$ cat src/rtl/iq_sched_pkg.sv
// iq_sched_pkg: shared types and default sizes for the IQ stream scheduler.
package iq_sched_pkg;
    typedef enum logic {IDLE, BURST} state_t;
    typedef enum logic {CH_A, CH_B} chan_t;
    localparam int DEF_DATA_W     = 32;
    localparam int DEF_FIFO_DEPTH = 4;
    localparam int DEF_LEN_W      = 8;
endpackage

$ cat src/rtl/iq_stream_scheduler_if.sv
// iq_stream_scheduler_if: channel inputs, control and Avalon-ST output of the scheduler.
interface iq_stream_scheduler_if #(
    parameter int DATA_W = iq_sched_pkg::DEF_DATA_W,
    parameter int LEN_W  = iq_sched_pkg::DEF_LEN_W
);
    logic [DATA_W-1:0] iq_word_a, iq_word_b;
    logic              word_valid_a, word_valid_b;
    logic              en_a, en_b;
    logic [LEN_W-1:0]  pkt_len;
    logic              ovf_clr;
    logic [DATA_W-1:0] stream_tdata;
    logic              stream_tvalid, stream_tready;
    logic              stream_tstart, stream_tlast, stream_tchannel;
    logic              ovf_a, ovf_b;

    modport master (
        output iq_word_a, iq_word_b, word_valid_a, word_valid_b, en_a, en_b,
               pkt_len, ovf_clr, stream_tready,
        input  stream_tdata, stream_tvalid, stream_tstart, stream_tlast,
               stream_tchannel, ovf_a, ovf_b
    );
    modport slave (
        input  iq_word_a, iq_word_b, word_valid_a, word_valid_b, en_a, en_b,
               pkt_len, ovf_clr, stream_tready,
        output stream_tdata, stream_tvalid, stream_tstart, stream_tlast,
               stream_tchannel, ovf_a, ovf_b
    );
endinterface

$ cat src/rtl/iq_chan_fifo.sv
// iq_chan_fifo: show-ahead synchronous FIFO; caller only pushes when not full (or popping) and pops when not empty.
module iq_chan_fifo #(
    parameter int W     = 32,
    parameter int DEPTH = 4
) (
    input  logic         clk,
    input  logic         rst,
    input  logic         push_i,
    input  logic         pop_i,
    input  logic [W-1:0] din_i,
    output logic [W-1:0] dout_o,
    output logic         full_o,
    output logic         empty_o
);
    localparam int AW = $clog2(DEPTH);

    logic [W-1:0] mem_q [DEPTH];
    logic [AW:0]  wr_q, rd_q;

    assign empty_o = wr_q == rd_q;
    assign full_o  = (wr_q[AW] != rd_q[AW]) && (wr_q[AW-1:0] == rd_q[AW-1:0]);
    assign dout_o  = mem_q[rd_q[AW-1:0]];

    always_ff @(posedge clk or posedge rst) begin
        if (rst) begin
            wr_q <= '0;
            rd_q <= '0;
        end else begin
            if (push_i) wr_q <= wr_q + 1'b1;
            if (pop_i)  rd_q <= rd_q + 1'b1;
        end
    end

    always_ff @(posedge clk) begin
        if (push_i) mem_q[wr_q[AW-1:0]] <= din_i;
    end
endmodule

$ cat src/rtl/iq_stream_scheduler.sv
// iq_stream_scheduler: buffers two I/Q channels and emits them as whole round-robin packets on Avalon-ST.
module iq_stream_scheduler
    import iq_sched_pkg::*;
#(
    parameter int DATA_W     = DEF_DATA_W,
    parameter int FIFO_DEPTH = DEF_FIFO_DEPTH,
    parameter int LEN_W      = DEF_LEN_W
) (
    input  logic                 clk,
    input  logic                 reset,
    iq_stream_scheduler_if.slave bus
);
    state_t            state_q;
    chan_t             chan_q, prio_q, grant;
    logic [LEN_W-1:0]  cnt_q, len_eff;
    logic              first_q;
    logic [DATA_W-1:0] tdata_q, dout_a, dout_b, sel_data;
    logic              tvalid_q, tstart_q, tlast_q, tchan_q;
    logic              ovf_a_q, ovf_b_q, ovf_a_d, ovf_b_d;
    logic              req_a, req_b, push_a, push_b, pop_a, pop_b;
    logic              full_a, full_b, empty_a, empty_b;
    logic              sel_empty, take, load;
    logic [1:0]        avail;

    assign req_a  = bus.word_valid_a && bus.en_a;
    assign req_b  = bus.word_valid_b && bus.en_b;
    assign push_a = req_a && (!full_a || pop_a);
    assign push_b = req_b && (!full_b || pop_b);
    // a same-cycle overflow beats the clear
    assign ovf_a_d = (req_a && full_a && !pop_a) || (ovf_a_q && !bus.ovf_clr);
    assign ovf_b_d = (req_b && full_b && !pop_b) || (ovf_b_q && !bus.ovf_clr);

    assign sel_empty = chan_q == CH_A ? empty_a : empty_b;
    assign sel_data  = chan_q == CH_A ? dout_a : dout_b;
    assign take      = tvalid_q && bus.stream_tready;
    assign load      = state_q == BURST && (!tvalid_q || take) && cnt_q != '0 && !sel_empty;
    assign pop_a     = load && chan_q == CH_A;
    assign pop_b     = load && chan_q == CH_B;

    assign avail   = {bus.en_b && !empty_b, bus.en_a && !empty_a};
    assign grant   = avail[prio_q] ? prio_q : chan_t'(~prio_q);
    assign len_eff = bus.pkt_len == '0 ? LEN_W'(1) : bus.pkt_len;

    iq_chan_fifo #(.W(DATA_W), .DEPTH(FIFO_DEPTH)) u_fifo_a (
        .clk(clk), .rst(reset), .push_i(push_a), .pop_i(pop_a), .din_i(bus.iq_word_a),
        .dout_o(dout_a), .full_o(full_a), .empty_o(empty_a)
    );
    iq_chan_fifo #(.W(DATA_W), .DEPTH(FIFO_DEPTH)) u_fifo_b (
        .clk(clk), .rst(reset), .push_i(push_b), .pop_i(pop_b), .din_i(bus.iq_word_b),
        .dout_o(dout_b), .full_o(full_b), .empty_o(empty_b)
    );

    always_ff @(posedge clk or posedge reset) begin
        if (reset) begin
            state_q  <= IDLE;
            chan_q   <= CH_A;
            prio_q   <= CH_A;
            cnt_q    <= '0;
            first_q  <= 1'b0;
            tdata_q  <= '0;
            tvalid_q <= 1'b0;
            tstart_q <= 1'b0;
            tlast_q  <= 1'b0;
            tchan_q  <= 1'b0;
            ovf_a_q  <= 1'b0;
            ovf_b_q  <= 1'b0;
        end else begin
            ovf_a_q <= ovf_a_d;
            ovf_b_q <= ovf_b_d;
            if (load) begin
                tdata_q  <= sel_data;
                tstart_q <= first_q;
                tlast_q  <= cnt_q == LEN_W'(1);
                tchan_q  <= chan_q;
                tvalid_q <= 1'b1;
                cnt_q    <= cnt_q - LEN_W'(1);
                first_q  <= 1'b0;
            end else if (take) begin
                tvalid_q <= 1'b0;
            end
            case (state_q)
                IDLE: if (|avail) begin
                    chan_q  <= grant;
                    cnt_q   <= len_eff;
                    first_q <= 1'b1;
                    state_q <= BURST;
                end
                BURST: if (take && tlast_q) begin
                    state_q <= IDLE;
                    prio_q  <= chan_t'(~chan_q);
                end
                default: state_q <= IDLE;
            endcase
        end
    end

    assign bus.stream_tdata    = tdata_q;
    assign bus.stream_tvalid   = tvalid_q;
    assign bus.stream_tstart   = tstart_q;
    assign bus.stream_tlast    = tlast_q;
    assign bus.stream_tchannel = tchan_q;
    assign bus.ovf_a           = ovf_a_q;
    assign bus.ovf_b           = ovf_b_q;
endmodule

$ cat src/flat_wrapper.sv
// flat-port wrapper written by rule: the top's interface ports become plain ports
module iq_stream_scheduler_flat import iq_sched_pkg::*;
#(
    parameter int DATA_W     = DEF_DATA_W,
    parameter int FIFO_DEPTH = DEF_FIFO_DEPTH,
    parameter int LEN_W      = DEF_LEN_W
)
  (clk, reset, bus_iq_word_a, bus_iq_word_b, bus_word_valid_a, bus_word_valid_b, bus_en_a, bus_en_b, bus_pkt_len, bus_ovf_clr, bus_stream_tready, bus_stream_tdata, bus_stream_tvalid, bus_stream_tstart, bus_stream_tlast, bus_stream_tchannel, bus_ovf_a, bus_ovf_b);
  iq_stream_scheduler_if #(.DATA_W(DATA_W), .LEN_W(LEN_W)) bus_i ();
  input  logic clk;
  input  logic reset;
  input wire logic [$bits(bus_i.iq_word_a)-1:0] bus_iq_word_a;
  input wire logic [$bits(bus_i.iq_word_b)-1:0] bus_iq_word_b;
  input wire logic [$bits(bus_i.word_valid_a)-1:0] bus_word_valid_a;
  input wire logic [$bits(bus_i.word_valid_b)-1:0] bus_word_valid_b;
  input wire logic [$bits(bus_i.en_a)-1:0] bus_en_a;
  input wire logic [$bits(bus_i.en_b)-1:0] bus_en_b;
  input wire logic [$bits(bus_i.pkt_len)-1:0] bus_pkt_len;
  input wire logic [$bits(bus_i.ovf_clr)-1:0] bus_ovf_clr;
  input wire logic [$bits(bus_i.stream_tready)-1:0] bus_stream_tready;
  output wire logic [$bits(bus_i.stream_tdata)-1:0] bus_stream_tdata;
  output wire logic [$bits(bus_i.stream_tvalid)-1:0] bus_stream_tvalid;
  output wire logic [$bits(bus_i.stream_tstart)-1:0] bus_stream_tstart;
  output wire logic [$bits(bus_i.stream_tlast)-1:0] bus_stream_tlast;
  output wire logic [$bits(bus_i.stream_tchannel)-1:0] bus_stream_tchannel;
  output wire logic [$bits(bus_i.ovf_a)-1:0] bus_ovf_a;
  output wire logic [$bits(bus_i.ovf_b)-1:0] bus_ovf_b;
  assign bus_i.iq_word_a = bus_iq_word_a;
  assign bus_i.iq_word_b = bus_iq_word_b;
  assign bus_i.word_valid_a = bus_word_valid_a;
  assign bus_i.word_valid_b = bus_word_valid_b;
  assign bus_i.en_a = bus_en_a;
  assign bus_i.en_b = bus_en_b;
  assign bus_i.pkt_len = bus_pkt_len;
  assign bus_i.ovf_clr = bus_ovf_clr;
  assign bus_i.stream_tready = bus_stream_tready;
  assign bus_stream_tdata = bus_i.stream_tdata;
  assign bus_stream_tvalid = bus_i.stream_tvalid;
  assign bus_stream_tstart = bus_i.stream_tstart;
  assign bus_stream_tlast = bus_i.stream_tlast;
  assign bus_stream_tchannel = bus_i.stream_tchannel;
  assign bus_ovf_a = bus_i.ovf_a;
  assign bus_ovf_b = bus_i.ovf_b;
  iq_stream_scheduler #(.DATA_W(DATA_W), .FIFO_DEPTH(FIFO_DEPTH), .LEN_W(LEN_W)) u_core (.clk(clk), .reset(reset), .bus(bus_i));
endmodule
$ cat config.mk
export PLATFORM = sky130hd
export DESIGN_NAME = iq_stream_scheduler_flat
export DESIGN_NICKNAME = d
export VERILOG_FILES = /design/src/rtl/iq_sched_pkg.sv /design/src/rtl/iq_stream_scheduler_if.sv /design/src/rtl/iq_chan_fifo.sv /design/src/rtl/iq_stream_scheduler.sv /design/src/flat_wrapper.sv
export SDC_FILE = /design/constraint.sdc
export NUM_CORES = 1
export LEC_CHECK = 0
export CORE_ASPECT_RATIO = 1.4
export CORE_MARGIN = 2
export CORE_UTILIZATION = 43
export DETAILED_ROUTE_END_ITERATION = 8
export PLACE_DENSITY_LB_ADDON = 0.25
export SLEW_MARGIN = 20
export SYNTH_ARGS = -nofsm -noshare
export SYNTH_HDL_FRONTEND = slang
export SYNTH_SLANG_ARGS = --single-unit
$ cat constraint.sdc
create_clock -name clk -period 4.4 [get_ports clk]
set_input_delay 0.88 -clock clk [delete_from_list [all_inputs] [get_ports clk]]
set_output_delay 0.88 -clock clk [all_outputs]
set_load 0.1 [all_outputs]
==> results of run 1 <==
==> cells by family after synthesis <==
| family | share of synthesized area |
|---|---|
| simple gates | 0.0439 |
| buf+inv | 0.0178 |
| compound gates | 0.0460 |
| xor+xnor | 0.0106 |
| mux | 0.120 |
| flops | 0.748 |
| fa+ha+maj | 0.0132 |
==> per-stage QoR <==
stage	worst slack, ns	hold WS, ns	cells	power (mW)
2_1_floorplan	0.877	0.442	649	7.39
5_1_grt	1.23	0.506	1177	11.5
3_3_place_gp	0.931	0.455	1124	8.48
4_1_cts	1.35	0.477	1177	11.2
3_5_place_dp	0.885	0.461	1124	8.57
6_report	1.37	0.480	1177	11.0
==> area by class of cell <==
cell class,count,share of cell area
Clock buffer,38,0.0521
Clock inverter,15,0.0142
Inverter,12,0.00301
Multi-Input combinational cell,285,0.194
Sequential cell,318,0.618
Tap cell,375,0.0314
Timing Repair Buffer,134,0.0869
==> worst paths after layout <==
path | cells after the start | slack, ns | endpoint | from
max | 1 | 1.37 | bus_stream_tdata[26] | u_core.bus.stream_tdata[26]
min | 2 | 0.48 | u_core.first_q | u_core.first_q
max reg2reg | 7 | 1.47 | u_core.u_fifo_b.mem_q[1][22] | u_core.u_fifo_b.rd_q[1]
min reg2reg | 2 | 0.48 | u_core.first_q | u_core.first_q
max in group asynchronous | 3 | 2.70 | u_core.bus.stream_tdata[13] | reset
min in group asynchronous | 2 | 0.82 | u_core.u_fifo_a.wr_q[1] | reset
==> power by group <==
part	switching, mW	total [mW]	leakage, nW	internal (mW)
combinational	2.81	4.30	1.60	1.49
clock	1.06	2.60	0.476	1.54
sequential	0.298	4.14	3.08	3.85
total	4.17	11.0	5.16	6.88
==> sequential cells by signal, summed over array words and instances, names as in the netlist, 3 cells and up <==
signal                   count
u_core.u_fifo_a.wr_q         3
u_core.cnt_q                 8
u_core.u_fifo_b.mem_q      128
u_core.u_fifo_a.rd_q         3
u_core.u_fifo_b.rd_q         3
u_core.bus.stream_tdata     32
u_core.u_fifo_a.mem_q      128
u_core.u_fifo_b.wr_q         3
==> layer usage <==
metal | track usage | up-vias | share of wire
li1 | - | 2843 | -
met1 | 0.213 | 3244 | 0.38
met2 | 0.312 | 181 | 0.53
met3 | 0.0252 | 46 | 0.052
met4 | 0.0687 | 0 | 0.035
met5 | 0 | - | 0
==> cell usage after synthesis, types with 8 or more instances <==
| cell type | instances | area [sq um] |
|---|---|---|
| ha_1 | 13 | 163 |
| edfxtp_1 | 256 | 7690 |
| buf_2 | 14 | 70.1 |
| o21ai_0 | 8 | 40.0 |
| mux4_2 | 64 | 1440 |
| dfrtp_1 | 62 | 1550 |
| clkbuf_1 | 15 | 56.3 |
| nand2_1 | 52 | 195 |
| xor2_1 | 8 | 70.1 |
| inv_1 | 11 | 41.3 |
| a221o_1 | 32 | 320 |
| nor2_1 | 43 | 161 |
==> metrics, run 1 <==
status=finished, final reports clean; total congestion overflow=0; Post-Route Skew=0.0105 ns; Synth Instances=649; post-cts sizing count=0; final max-slew violation count=0; Finished Cell Area=14900 sq um; syn avg cell area=19.0 sq um; Final period util=0.688; Max stage delay cell, worst path=clkdlybuf4s50_1; Fillers=2241; count of cell types in the netlist=42; sequential cell area fraction in the yosys report=0.748; vias=6314; Die Ht=205 um; Starting Density=0.436; final hold violation count=0; Layout Area Growth over Synthesis=21.1%; Ys Warns=0; # port buffers=117; Required @ worst endpoint=3.52 ns; Die ar.=30100 sq um; storage element area=9240 sq um; FP Rows=73; CTS Root Cell=clkbuf_16; Max VDD drop=605 uV; RSZ-0062 raised after global routing=false; setup bufs post-CTS=0; clk slew on worst S/H paths=0.07 ns; largest net degree at the start of global routing=40; GR Util All Layers=0.174; Post-synth EDFFs=256; ys flop type=edfxtp_1; DR DRC count=0; total CTS buffers=29; setup tns final=0 ns; number of synthesized register bits=318; worst min-delay path class=register to register; I/O pin total=118; Clock Path Buffers=3; Async S/R FF share, synth=0.195; Critical Path Source Type=register; most frequent cells in the layout=edfxtp_1 (256), clkdlybuf4s50_1 (117), mux4_2 (64); Worst setup EP type=output pin; dpl cell area=14000 sq um; CP Class=register to output pin; initial antenna violation count=0; Leak=5.16 nW; DR vias/cell=5.36; min Tclk post-route=3.03 ns; vias in the first global route=6791; cts hold-fix bufs=0; HPWL Detailed=16.6 mm; Placer Congestion=0.773; ratio of cells with drive above 1 in the final layout=0.172; initial detailed-routing violation count=382; Slew @ Worst Pin=1.00 ns; DR pass1 iterations=6; Syn Std Cell Area=12300 sq um; worst slew margin relative to its limit=0.328; fin util=0.528; CP top delay family=buffers and inverters; CP bufs+invs=1; crit-path max FO=2; n_diodes=0; global-route wire length before repair=39.3 mm; Final nets=873; fmax=330 MHz; CTS H-Tree Depth=1; data arrival time of the critical path=2.15 ns; CTS tree=built; PwrDens=739 nW/um^2; commonest non-fill, non-tap cell in the layout=edfxtp_1; multi-input logic area=2900 sq um; DRT Wirelength=25.7 mm; die width=147 um; # setup viols final=0; core area=28300 sq um; Routed WL per cell=21.9 um; worst-path cell chain=clkdlybuf4s50_1; worst skew pair latency=0.55 ns; Net Count, Synth=742; clk sink count=318; CP max stage delay=1.17 ns; Routed Antenna Nets=0; Max-Cap Viols=0
Power figures use the tool's default switching activity.
==> run 2, diff against run 1 <==
==> constraint.sdc (replaced) <==
create_clock -name clk -period 2.8 [get_ports clk]
set_input_delay 0.56 -clock clk [delete_from_list [all_inputs] [get_ports clk]]
set_output_delay 0.56 -clock clk [all_outputs]
set_load 0.1 [all_outputs]
==> metrics, run 2 (same netlist as run 1, synthesis figures left out) <==
Critical Path Source Type=register; vias=6399 (+1.3%); Max stage delay cell, worst path=or4_4; CTS Root Cell=clkbuf_16; sequential share of power=0.375 (about the same); cts hold-fix bufs=0 (unchanged); clk slew on worst S/H paths=0.06 ns (about the same); fmax=397 MHz; worst min-delay path class=input pin to async pin; DRT Wirelength=26.1 mm (+1.5%); worst skew pair latency=0.56 ns (about the same); status=finished, final reports clean; fin util=0.533 (+0.00548); Max-Cap Viols=0 (unchanged); final max-slew violation count=0 (unchanged); total CTS buffers=30 (+3.4%); Finished Layout Cells=1192 (+1.3%); HPWL Detailed=17.5 mm (+5.4%); most frequent cells in the layout=edfxtp_1 (256), clkdlybuf4s50_1 (79), mux4_2 (64); Clock Path Buffers=3 (unchanged); FP Rows=73 (unchanged); CTS tree=built; Routed WL per cell=21.9 um (+0.18%); Post-Route Skew=0.0115 ns (+0.000967 ns); Combinational Power Share=0.398 (+0.009); initial antenna violation count=0 (unchanged); data arrival time of the critical path=2.96 ns (+0.81 ns); final hold violation count=0 (unchanged); total congestion overflow=0 (unchanged); Placed Cells=1135 (+0.98%); Leak=5.31 nW (+3.0%); post-cts sizing count=0 (unchanged); RSZ-0062 raised after global routing=false; vias in the first global route=6891 (+1.5%); crit-path max FO=61 (+59); worst-path cell chain=or4_4, o311ai_4, buf_4, a211o_2, buf_12, nor2_1, a221o_1; DR vias/cell=5.37 (about the same); slack of the critical path=0.280 ns (-1.09 ns); Int Pwr=10.7 mW (+56%); Final period util=0.900; setup bufs post-CTS=0 (unchanged); # port buffers=117 (unchanged); ratio of cells with drive above 1 in the final layout=0.246 (+0.0743); GR Util All Layers=0.176 (+0.00238); Worst setup EP type=register; commonest non-fill, non-tap cell in the layout=edfxtp_1; multi-input logic area=2920 sq um (+0.52%); CTS H-Tree Depth=1 (unchanged); core area=28300 sq um (unchanged); largest net degree at the start of global routing=63 (+57%); CP Class=register to register; setup tns final=0 ns (unchanged); global-route wire length before repair=40.0 mm (+1.8%); PwrDens=1150 nW/um^2 (+55%); clk sink count=318 (unchanged); initial detailed-routing violation count=433 (+13%); min Tclk post-route=2.52 ns; dpl ws=-0.0536 ns (-0.939 ns); Die Ht=205 um (unchanged); Final nets=885 (+1.4%); sw frac=0.383 (+0.00524); Worst Hold Slack=0.393 ns (-0.0864 ns); DR DRC count=0 (unchanged); Routed Antenna Nets=0 (unchanged); Die ar.=30100 sq um (unchanged); Max VDD drop=1180 uV (+95%); worst slew margin relative to its limit=0.545 (+0.216); Starting Density=0.436 (unchanged); DR pass1 iterations=4 (-2); Placer Congestion=0.822 (+6.3%); dpl cell area=14100 sq um (+1.3%); Layout Area Growth over Synthesis=22.3%; I/O pin total=118 (unchanged); NetSw=6.63 mW (+59%); Fillers=2267 (+1.2%); CP max stage delay=0.59 ns (-0.58 ns); Required @ worst endpoint=3.24 ns (-0.28 ns); Finished Cell Area=15100 sq um (+1.0%); Power Total=17.3 mW (+57%); # setup viols final=0 (unchanged); die width=147 um (unchanged); Clk pwr share=0.227 (-0.009); Slew @ Worst Pin=0.683 ns (-0.322 ns); storage element area=9240 sq um (about the same)
==> run 2: cell count changes in the layout (fill, tap and decap cells not counted), sizes merged <==
cell	change
buf	+49
bufinv	-3
clkbuf	-3
clkdlybuf4s50	-38
clkinv	+6
clkinvlp	+2
diode	+1
inv	+1
==> run 2: cell type report <==
cell class	count	share of cell area
clock inverters	21	0.0116
diodes	1	0.000166
repair buffers	145	0.0968
flip-flops and latches	318	0.612
clock buffers	35	0.0524
well taps	375	0.0311
multi-input cells	285	0.193
inverters	12	0.00298
==> run 2: path summary, 6_finish.rpt <==
path                       slack [ns]                    start                          end  cells past startpoint
hold / removal                   0.39                    reset                u_core.prio_q                      3
hold reg to reg                  0.49  u_core.u_fifo_a.wr_q[2]      u_core.u_fifo_a.wr_q[2]                      1
max in group asynchronous        2.10                    reset      u_core.u_fifo_b.rd_q[0]                      3
setup reg to reg                 0.28          u_core.cnt_q[2]  u_core.bus.stream_tdata[15]                      7
setup / recovery                 0.28          u_core.cnt_q[2]  u_core.bus.stream_tdata[15]                      7
min in group clk                 0.49  u_core.u_fifo_a.wr_q[2]      u_core.u_fifo_a.wr_q[2]                      1
==> run 2: power groups by stage <==
stage	logic (mW)	registers, mW	clock network [mW]
finish	6.90	6.50	3.93
global route	7.37	6.58	4.21
CTS	7.03	6.51	4.03
detailed placement	7.00	6.60	0
global placement	6.93	6.55	0
floorplan	3.37	8.25	0
==> run 2: critical path: cells and delay by family (launching register included) <==
family          cells  cell delay [ns]
compound gates      3             0.74
buf+inv             2             0.44
flops               1             0.43
simple gates        2             0.76
==> run 2: layer usage <==
| layer | track usage | vias up | share of wire |
|---|---|---|---|
| met4 | 0.0622 | 0 | 0.030 |
| li1 | - | 2868 | - |
| met5 | 0 | - | 0 |
| met3 | 0.0249 | 44 | 0.050 |
| met2 | 0.321 | 170 | 0.54 |
| met1 | 0.215 | 3317 | 0.38 |
==> run 3, diff against run 2 <==
--- a/config.mk
+++ b/config.mk
@@ -6,8 +6,9 @@
 export NUM_CORES = 1
 export LEC_CHECK = 0
 export CORE_ASPECT_RATIO = 1.4
-export CORE_MARGIN = 2
+export CORE_MARGIN = 5
 export CORE_UTILIZATION = 43
+export CTS_CLUSTER_SIZE = 24
 export DETAILED_ROUTE_END_ITERATION = 8
 export PLACE_DENSITY_LB_ADDON = 0.25
 export SLEW_MARGIN = 20
==> metrics, run 3 (same netlist as run 1, synthesis figures left out) <==
status=finished, final reports clean; DR pass1 iterations=4 (unchanged); worst skew pair latency=0.54 ns (-0.02 ns); RSZ-0062 raised after global routing=false; vias=6388 (-0.17%); ratio of cells with drive above 1 in the final layout=0.254 (+0.00793); largest net degree at the start of global routing=58 (-7.9%); # port buffers=117 (unchanged); GR Util All Layers=0.166 (-0.0105); data arrival time of the critical path=3.01 ns (+0.05 ns); CP top delay family=compound AO/OA/AOI/OAI gates; Max-Cap Viols=0 (unchanged); Critical Path Source Type=register; Finished Layout Cells=1197 (+0.42%); min Tclk post-route=2.59 ns (+0.0743 ns); Routed WL per cell=22.2 um (+1.3%); Max VDD drop=1080 uV (-8.4%); crit-path max FO=57 (-6.6%); Leak=5.41 nW (+1.9%); # setup viols final=0 (unchanged); slack of the critical path=0.206 ns (-0.0743 ns); Clock Path Buffers=3 (unchanged); Placed Cells=1140 (+0.44%); cts hold-fix bufs=0 (unchanged); most frequent cells in the layout=edfxtp_1 (256), clkdlybuf4s50_1 (79), mux4_2 (64); Die Ht=211 um (+2.9%); I/O pin total=118 (unchanged); final max-slew violation count=0 (unchanged); vias in the first global route=6932 (+0.59%); Post-Route Skew=0.0115 ns (+0.0000107 ns); Max stage delay cell, worst path=or4_4; Final period util=0.926 (+0.0265); DRT Wirelength=26.6 mm (+1.8%); Placer Congestion=0.837 (+1.8%); DR vias/cell=5.34 (-0.59%); commonest non-fill, non-tap cell in the layout=edfxtp_1; FP Rows=73 (unchanged); initial detailed-routing violation count=450 (+3.9%); CP Class=register to register; final hold violation count=0 (unchanged); worst min-delay path class=input pin to async pin; Layout Area Growth over Synthesis=23.9%; fmax=386 MHz (-2.9%); dpl ws=-0.0620 ns (-0.00838 ns); total congestion overflow=0 (unchanged); Starting Density=0.435 (-0.00140); worst-path cell chain=or4_4, o311ai_4, buf_4, a211o_2, buf_12, buf_4, nor2_1, a221o_1; Die ar.=32300 sq um (+7.1%); Worst setup EP type=register; initial antenna violation count=0 (unchanged); Slew @ Worst Pin=0.686 ns (+0.00322 ns); Required @ worst endpoint=3.22 ns (-0.02 ns); worst slew margin relative to its limit=0.542 (-0.00314); clk slew on worst S/H paths=0.06 ns (about the same); CTS Root Cell=clkbuf_16; Routed Antenna Nets=0 (unchanged); Most common cell on crit path=buf_4; clk sink count=318 (unchanged); global-route wire length before repair=41.5 mm (+3.8%); post-cts sizing count=0 (unchanged); Final nets=891 (+0.68%); CTS H-Tree Depth=1 (unchanged); total CTS buffers=31 (+3.3%); die width=153 um (+4.1%); CTS tree=built; setup bufs post-CTS=0 (unchanged); DR DRC count=0 (unchanged); core area=28400 sq um (+0.32%); CP max stage delay=0.59 ns (about the same); CP bufs+invs=3 (+1); HPWL Detailed=18.0 mm (+2.8%); n_diodes=0 (-1); PwrDens=1160 nW/um^2 (+1.4%)
-- run 3: cell count changes in the layout (fill, tap and decap cells not counted), sizes merged --
cell	delta
bufinv	+1
clkbuf	+10
clkinv	-5
inv	-1
diode	-1
buf	+5
clkinvlp	-4
-- run 3: path summary, 6_finish.rpt --
path | startpoint | end | slack, ns | depth (start not counted)
worst max-delay path | u_core.cnt_q[2] | u_core.bus.stream_tdata[16] | 0.21 | 8
min in group clk | u_core.first_q | u_core.first_q | 0.48 | 2
worst min-delay path | reset | u_core.u_fifo_a.rd_q[2] | 0.40 | 2
max in group asynchronous | reset | u_core.u_fifo_b.rd_q[0] | 1.80 | 3
worst min register to register | u_core.first_q | u_core.first_q | 0.48 | 2
worst max register to register | u_core.cnt_q[2] | u_core.bus.stream_tdata[16] | 0.21 | 8
-- run 3: final cells by class --
type,count,area (sq um)
clock buffer,45,940
clock inverter,12,145
fill,2212,13100
inverter,12,45.0
multi-input combinational,285,2920
sequential,318,9240
tap,375,469
timing repair buffer,150,1540
-- run 3: worst reg2reg max path: stages (launching register included) --
cell	delay, ns
dfrtp_1	0.42
or4_4	0.59
o311ai_4	0.34
buf_4	0.18
a211o_2	0.16
buf_12	0.27
buf_4	0.21
nor2_1	0.05
a221o_1	0.26
-- run 3: per-stage QoR --
stage | TNS, ns | area, sq um | hold slack, ns | total power [mW] | utilization
global route | 0 | 15300 | 0.458 | 18.6 | 0.538
global placement | -1.80 | 14200 | 0.458 | 13.6 | 0.500
detailed placement | -3.52 | 14200 | 0.468 | 13.7 | 0.500
CTS | 0 | 15300 | 0.409 | 18.0 | 0.538
finish | 0 | 15300 | 0.403 | 17.8 | 0.538
floorplan | 0 | 12400 | 0.442 | 11.6 | -
-- run 3: report_power, final --
part	internal, mW	switching [mW]
registers	6.04	0.477
clock network	2.60	1.68
logic	2.51	4.48
total	11.2	6.64
-- run 3: routing by layer --
layer / part of all wire / track usage / vias up
met5: 0 / 0 / -
met4: 0.026 / 0.0473 / 0
met3: 0.050 / 0.0269 / 39
met2: 0.54 / 0.296 / 195
met1: 0.39 / 0.210 / 3270
li1: - / - / 2884
